## src/rtl/trade_frame_codec.sv

```systemverilog
// trade_frame_codec: UART frame parser emitting price strobes, plus FIFO-backed checksummed response framer.
module trade_frame_codec #(
  parameter int CLK_FREQ = 50_000_000,
  parameter int BAUD_RATE = 9600,
  parameter int PRICE_BYTES = 4,
  parameter int NUM_SYMBOLS = 4,
  parameter int SYM_W = $clog2(NUM_SYMBOLS),
  parameter int RSP_DEPTH = 4,
  parameter logic [7:0] SYNC_BYTE = 8'hA5,
  parameter int TIMEOUT_BYTES = 3
) (
  input  logic                     clk,
  input  logic                     rst,
  input  logic [7:0]               rx_data,
  input  logic                     rx_ready,
  output logic [7:0]               tx_data,
  output logic                     tx_start,
  input  logic                     tx_busy,
  output logic [8*PRICE_BYTES-1:0] price_out,
  output logic [SYM_W-1:0]         price_sym,
  output logic                     price_valid,
  input  logic                     act_valid,
  output logic                     act_ready,
  input  logic [SYM_W-1:0]         act_sym,
  input  logic [1:0]               act_action,
  input  logic [15:0]              act_rsi,
  output logic [15:0]              err_cksum_cnt,
  output logic [15:0]              err_frame_cnt,
  output logic [15:0]              drop_cnt
);
  localparam longint TO_CYC = longint'(TIMEOUT_BYTES) * 10 * CLK_FREQ / BAUD_RATE;
  localparam int TW = $clog2(TO_CYC + 1);
  localparam int PW = 8 * PRICE_BYTES;
  localparam int BW = PRICE_BYTES > 1 ? $clog2(PRICE_BYTES) : 1;
  localparam int AW = $clog2(RSP_DEPTH);
  localparam int EW = SYM_W + 18;

  typedef enum logic [1:0] {R_SYNC, R_SYM, R_PRICE, R_CK} r_state_t;
  typedef enum logic [2:0] {T_IDLE, T_SYNC, T_SYM, T_ACT, T_RSIL, T_RSIH, T_CK} t_state_t;

  r_state_t r_st, r_cur, r_nx;
  logic [TW-1:0] to_cnt;
  logic [BW-1:0] bcnt;
  logic [PW-1:0] acc;
  logic [7:0] ck_acc;
  logic [SYM_W-1:0] sym_r;
  logic bad, to_hit, ck_fire, emit, ck_err, fr_err;

  always_ff @(posedge clk) r_st <= rst ? R_SYNC : r_nx;

  // a timeout retires the frame first, so a byte arriving in that cycle is judged from R_SYNC
  always_comb begin
    to_hit = r_st != R_SYNC && to_cnt == TW'(TO_CYC);
    r_cur = to_hit ? R_SYNC : r_st;
    r_nx = !rx_ready ? r_cur :
           r_cur == R_SYNC ? (rx_data == SYNC_BYTE ? R_SYM : R_SYNC) :
           r_cur == R_SYM ? R_PRICE :
           r_cur == R_PRICE ? (bcnt == BW'(PRICE_BYTES - 1) ? R_CK : R_PRICE) : R_SYNC;
  end

  always_comb begin
    ck_fire = rx_ready && r_cur == R_CK;
    emit = ck_fire && rx_data == ck_acc && !bad;
    ck_err = ck_fire && rx_data != ck_acc;
    fr_err = to_hit || (ck_fire && rx_data == ck_acc && bad);
  end

  always_ff @(posedge clk) begin
    if (rst) begin
      to_cnt <= '0;
      bcnt <= '0;
      acc <= '0;
      ck_acc <= '0;
      sym_r <= '0;
      bad <= 1'b0;
      price_out <= '0;
      price_sym <= '0;
      price_valid <= 1'b0;
      err_cksum_cnt <= '0;
      err_frame_cnt <= '0;
    end else begin
      to_cnt <= rx_ready ? '0 : to_cnt + TW'(to_cnt != TW'(TO_CYC));
      if (rx_ready && r_cur == R_SYM) begin
        sym_r <= rx_data[SYM_W-1:0];
        bad <= {1'b0, rx_data} >= 9'(NUM_SYMBOLS);
        ck_acc <= rx_data;
        bcnt <= '0;
      end
      if (rx_ready && r_cur == R_PRICE) begin
        acc <= (acc << 8) | PW'(rx_data);
        ck_acc <= ck_acc ^ rx_data;
        bcnt <= bcnt + BW'(1);
      end
      price_valid <= emit;
      if (emit) begin
        price_out <= acc;
        price_sym <= sym_r;
      end
      err_cksum_cnt <= err_cksum_cnt + 16'(ck_err && err_cksum_cnt != 16'hFFFF);
      err_frame_cnt <= err_frame_cnt + 16'(fr_err && err_frame_cnt != 16'hFFFF);
    end
  end

  t_state_t t_st, t_nx;
  logic [EW-1:0] mem [RSP_DEPTH];
  logic [AW-1:0] wp, rp;
  logic [AW:0] cnt, cnt_nx;
  logic full, push, pop, issue;
  logic [SYM_W-1:0] h_sym;
  logic [1:0] h_act;
  logic [15:0] h_rsi;
  logic [7:0] t_byte;

  assign act_ready = !full;

  always_comb begin
    push = act_valid && !full;
    pop = issue && t_st == T_CK;
    cnt_nx = cnt + (AW+1)'(push) - (AW+1)'(pop);
    {h_sym, h_act, h_rsi} = mem[rp];
  end

  always_ff @(posedge clk) if (push) mem[wp] <= {act_sym, act_action, act_rsi};

  always_ff @(posedge clk) begin
    if (rst) begin
      wp <= '0;
      rp <= '0;
      cnt <= '0;
      full <= 1'b0;
      drop_cnt <= '0;
    end else begin
      wp <= wp + AW'(push);
      rp <= rp + AW'(pop);
      cnt <= cnt_nx;
      full <= cnt_nx == (AW+1)'(RSP_DEPTH);
      drop_cnt <= drop_cnt + 16'(act_valid && full && drop_cnt != 16'hFFFF);
    end
  end

  always_ff @(posedge clk) t_st <= rst ? T_IDLE : t_nx;

  always_comb begin
    t_nx = t_st == T_IDLE ? (cnt != '0 ? T_SYNC : T_IDLE) :
           !issue ? t_st :
           t_st == T_CK ? T_IDLE : t_state_t'(t_st + 3'd1);
  end

  always_comb begin
    issue = t_st != T_IDLE && !tx_busy && !tx_start;
    t_byte = t_st == T_SYNC ? SYNC_BYTE :
             t_st == T_SYM ? 8'(h_sym) :
             t_st == T_ACT ? {6'b0, h_act} :
             t_st == T_RSIL ? h_rsi[7:0] :
             t_st == T_RSIH ? h_rsi[15:8] :
             8'(h_sym) ^ {6'b0, h_act} ^ h_rsi[7:0] ^ h_rsi[15:8];
  end

  always_ff @(posedge clk) begin
    if (rst) begin
      tx_start <= 1'b0;
      tx_data <= '0;
    end else begin
      tx_start <= issue;
      if (issue) tx_data <= t_byte;
    end
  end
endmodule

```

## config.mk

```make
export PLATFORM = sky130hd
export DESIGN_NAME = trade_frame_codec
export DESIGN_NICKNAME = d
export VERILOG_FILES = /design/src/rtl/trade_frame_codec.sv
export SDC_FILE = /design/constraint.sdc
export NUM_CORES = 1
export LEC_CHECK = 0
export CAP_MARGIN = 20
export CORE_MARGIN = 2
export CORE_UTILIZATION = 55
export DETAILED_ROUTE_END_ITERATION = 6
export MAX_ROUTING_LAYER = met4
export PLACE_DENSITY = 0.9
export SYNTH_ARGS = -nofsm -noshare
export SYNTH_HDL_FRONTEND = slang
export SYNTH_SLANG_ARGS = --single-unit
```

## constraint.sdc

```tcl
create_clock -name clk -period 4 [get_ports clk]
set_input_delay 1 -clock clk [delete_from_list [all_inputs] [get_ports clk]]
set_output_delay 1 -clock clk [all_outputs]
set_load 0.01 [all_outputs]
```

==> impl_metrics.env <==
export IMPL_status="complete, no violations"
export IMPL_ys_warn_count=0
export IMPL_cts_made_buffers=25
export IMPL_maxSlewViolCount=0
export IMPL_clock_skew_ns=0.0105
export IMPL_hold_depth=2
export IMPL_fin_nets=1129
export IMPL_relSlewSlack_pct=26.6
export IMPL_diodes=0
export IMPL_r2r_cells=14
export IMPL_cts_max_path_buffers=3
export IMPL_core_area_um2=18000
export IMPL_die_height_um=140
export IMPL_path_cells="clkdlybuf4s50_1 -> xnor2_1 -> nand4_1 -> or2_2 -> o32a_1 -> nor2_1 -> ha_1 -> ha_1 -> nand2_1 -> nor3_1 -> xnor2_1 -> nor2_1"
export IMPL_cpMaxStageDelayCell="clkdlybuf4s50_1"
export IMPL_critPathMaxStageDelay_ns=0.60
export IMPL_clock_fmax_mhz=301
export IMPL_grt_use_total_pct=23.3
export IMPL_drc_errors=0
export IMPL_whs_ns=0.455
export IMPL_arrival_ns=3.71
export IMPL_synth_edff_count=80
export IMPL_area_delta_synth_final_pct=22.6
export IMPL_grt_pass1_vias=7363
export IMPL_dp_final_hpwl_um=14800
export IMPL_hold_viol=0
export IMPL_vias_per_cell=5.70
export IMPL_maxCapViolCount=0
export IMPL_dpl_cell_count=1278
export IMPL_syn_inst=955
export IMPL_min_path_type="flop to flop"
export IMPL_syn_area_um2=10100
export IMPL_clk_pin_slew_worst_paths_ns=0.06
export IMPL_critical_path_cell_count=12
export IMPL_finalNonFillerCells=1323
export IMPL_drt_total_wl_um=22400
export IMPL_final_cell_area_um2=12400
export IMPL_cts_sinks=248
export IMPL_die_x_um=140
export IMPL_grt_overflow_total=0
export IMPL_tns_ns=0
export IMPL_syn_avg_cell_area_um2=10.6
export IMPL_cts_setup_buffers=0
export IMPL_cts_tree="done"
export IMPL_path_buf_inv=1
export IMPL_drive_gt1_share_pct=7.50
export IMPL_crit_fanout=6
export IMPL_rows=49
export IMPL_cp_required_ns=4.39
export IMPL_finalWeightedCongestion=0.867
export IMPL_firstDrtPassIters=5
export IMPL_ioPinCount=126
export IMPL_synth_seq_cells=248
export IMPL_drt_iter0_markers=567
export IMPL_cellPowerDensity_nw_per_um2=458
export IMPL_ys_seq_area_share_pct=56.9
export IMPL_start_util_pct=56.2
export IMPL_period_minus_slack_ns=3.32
export IMPL_io_buffers=125
export IMPL_clkLatencyLatePin_ns=0.51
export IMPL_power_leakage_nw=4.20
export IMPL_synth_cell_types=51
export IMPL_ys_flop_type="dfxtp_1"
export IMPL_rsz0062_at_grt="false"
export IMPL_holdBufCountCts=0
export IMPL_root_buffer="clkbuf_16"
export IMPL_end_kind="flop"
export IMPL_ctsHtreeMaxLevel=1
export IMPL_fp_dieArea_um2=19500
export IMPL_antenna_found_initial=0
export IMPL_cp_top_family="simple AND/OR/NAND/NOR gates"
export IMPL_cts_repair_resized=0
export IMPL_worst_setup_path_type="primary input to flop"
export IMPL_worst_setup_path_start_kind="primary input"
export IMPL_synth_nets=1008
export IMPL_synthArstFlopShare_pct=0
export IMPL_finalCritPeriodShare_pct=82.9
export IMPL_vias=7542
export IMPL_grt_max_degree=61
export IMPL_placed_cell_area_um2=11600
export IMPL_grt_pass1_wl_um=36400
export IMPL_tightest_slew_ns=1.10
export IMPL_peakVddDrop_uv=445
export IMPL_wl_per_cell_um=16.9
export IMPL_setup_viol=0
export IMPL_antenna_left=0
[cells in the final DEF, fill, tap and decap left out, drive strengths merged, types with 31 or more instances in the layout]
cell           instances
a21oi                 74
nor2                 121
dfxtp                168
xor2                  33
clkdlybuf4s50        124
nand3                 31
xnor2                 31
edfxtp                80
nand2                119
mux2i                 38
[final timing paths]
| check | startpoint | to | slack (ns) |
|---|---|---|---|
| setup reg to reg | to_cnt[2] | err_frame_cnt[8] | 0.75 |
| hold reg to reg | tx_data[3] | tx_data[3] | 0.46 |
| hold / removal | tx_data[3] | tx_data[3] | 0.46 |
| setup / recovery | rx_data[2] | err_frame_cnt[14] | 0.68 |
[tightest hold or removal path, delay by kind of cell (launching register included)]
kind | cells | cell delay (ns)
AOI/OAI and AO/OA | 1 | 0.05
DFF | 1 | 0.31
and+or+nand+nor | 1 | 0.05
[layout make-up]
class,instances,area [um2]
clock buffers,29,661
clock inverters,16,183
fillers,1294,5600
inverters,18,67.6
multi-input cells,644,4100
flip-flops and latches,248,5770
well taps,229,287
repair buffers,139,1370
[sequential cells by signal (all words and copies together) (netlist names)]
signal         flops
t_st               3
full               1
bad                1
tx_start           1
bcnt               2
tx_data            8
mem               80
r_st               2
drop_cnt          16
price_sym          2
to_cnt            18
ck_acc             8
err_frame_cnt     16
price_out         32
err_cksum_cnt     16
cnt                3
rp                 2
wp                 2
price_valid        1
acc               32
sym_r              2
[layer usage]
layer | vias up | share of wire, % | global-route usage, %
met1 | 3655 | 41 | 29.0
met2 | 239 | 51 | 39.6
met4 | 0 | 2.8 | 7.05
met5 | - | 0 | -
met3 | 53 | 5.1 | 3.37
li1 | 3595 | - | -
[cells by family after synthesis]
family,count (synthesis),synth area share [%]
fa+ha+maj,20,2.54
mux,58,8.20
xor+xnor,64,5.61
compound gates,134,7.50
simple gates,368,16.5
buf+inv,63,2.77
flops,248,56.9
[power by group]
part / internal [mW] / switching [mW]
Combinational: 0.229 / 0.297
Clock: 1.44 / 0.938
Sequential: 2.71 / 0.0754
[cells in the mapped netlist (2+ instances only)]
master,instances,area [um2]
a2111oi_1,3,30.0
a211oi_1,4,30.0
a21oi_1,74,370
a311oi_1,2,17.5
a31oi_1,9,56.3
and2_1,4,25.0
and3_1,8,50.1
and4_1,4,35.0
buf_1,4,15.0
buf_2,5,25.0
buf_4,4,30.0
buf_6,3,33.8
clkbuf_1,29,109
dfxtp_1,168,3360
edfxtp_1,80,2400
ha_1,19,238
inv_1,17,63.8
mux2i_1,38,380
mux4_2,20,450
nand2_1,119,447
nand2b_1,4,25.0
nand3_1,31,155
nand4_1,15,93.8
nor2_1,121,454
nor2b_1,12,75.1
nor3_1,16,80.1
nor4_1,8,50.1
nor4b_1,3,26.3
o21a_1,4,30.0
o21ai_0,23,115
o21ai_1,6,30.0
o21bai_1,2,15.0
or2_2,2,12.5
or3_1,16,100
xnor2_1,30,263
xor2_1,33,289
[metrics by stage]
step           power (mW)  setup slack (ns)  utilization [%]
2_1_floorplan        3.16              1.06                -
3_3_place_gp         3.33             0.264             64.3
3_5_place_dp         3.36             0.164             64.3
4_1_cts              5.72             0.699             68.9
5_1_grt              5.89             0.492             68.9
6_report             5.69             0.683             68.9
Note: power is estimated with default switching activity, not from simulation.
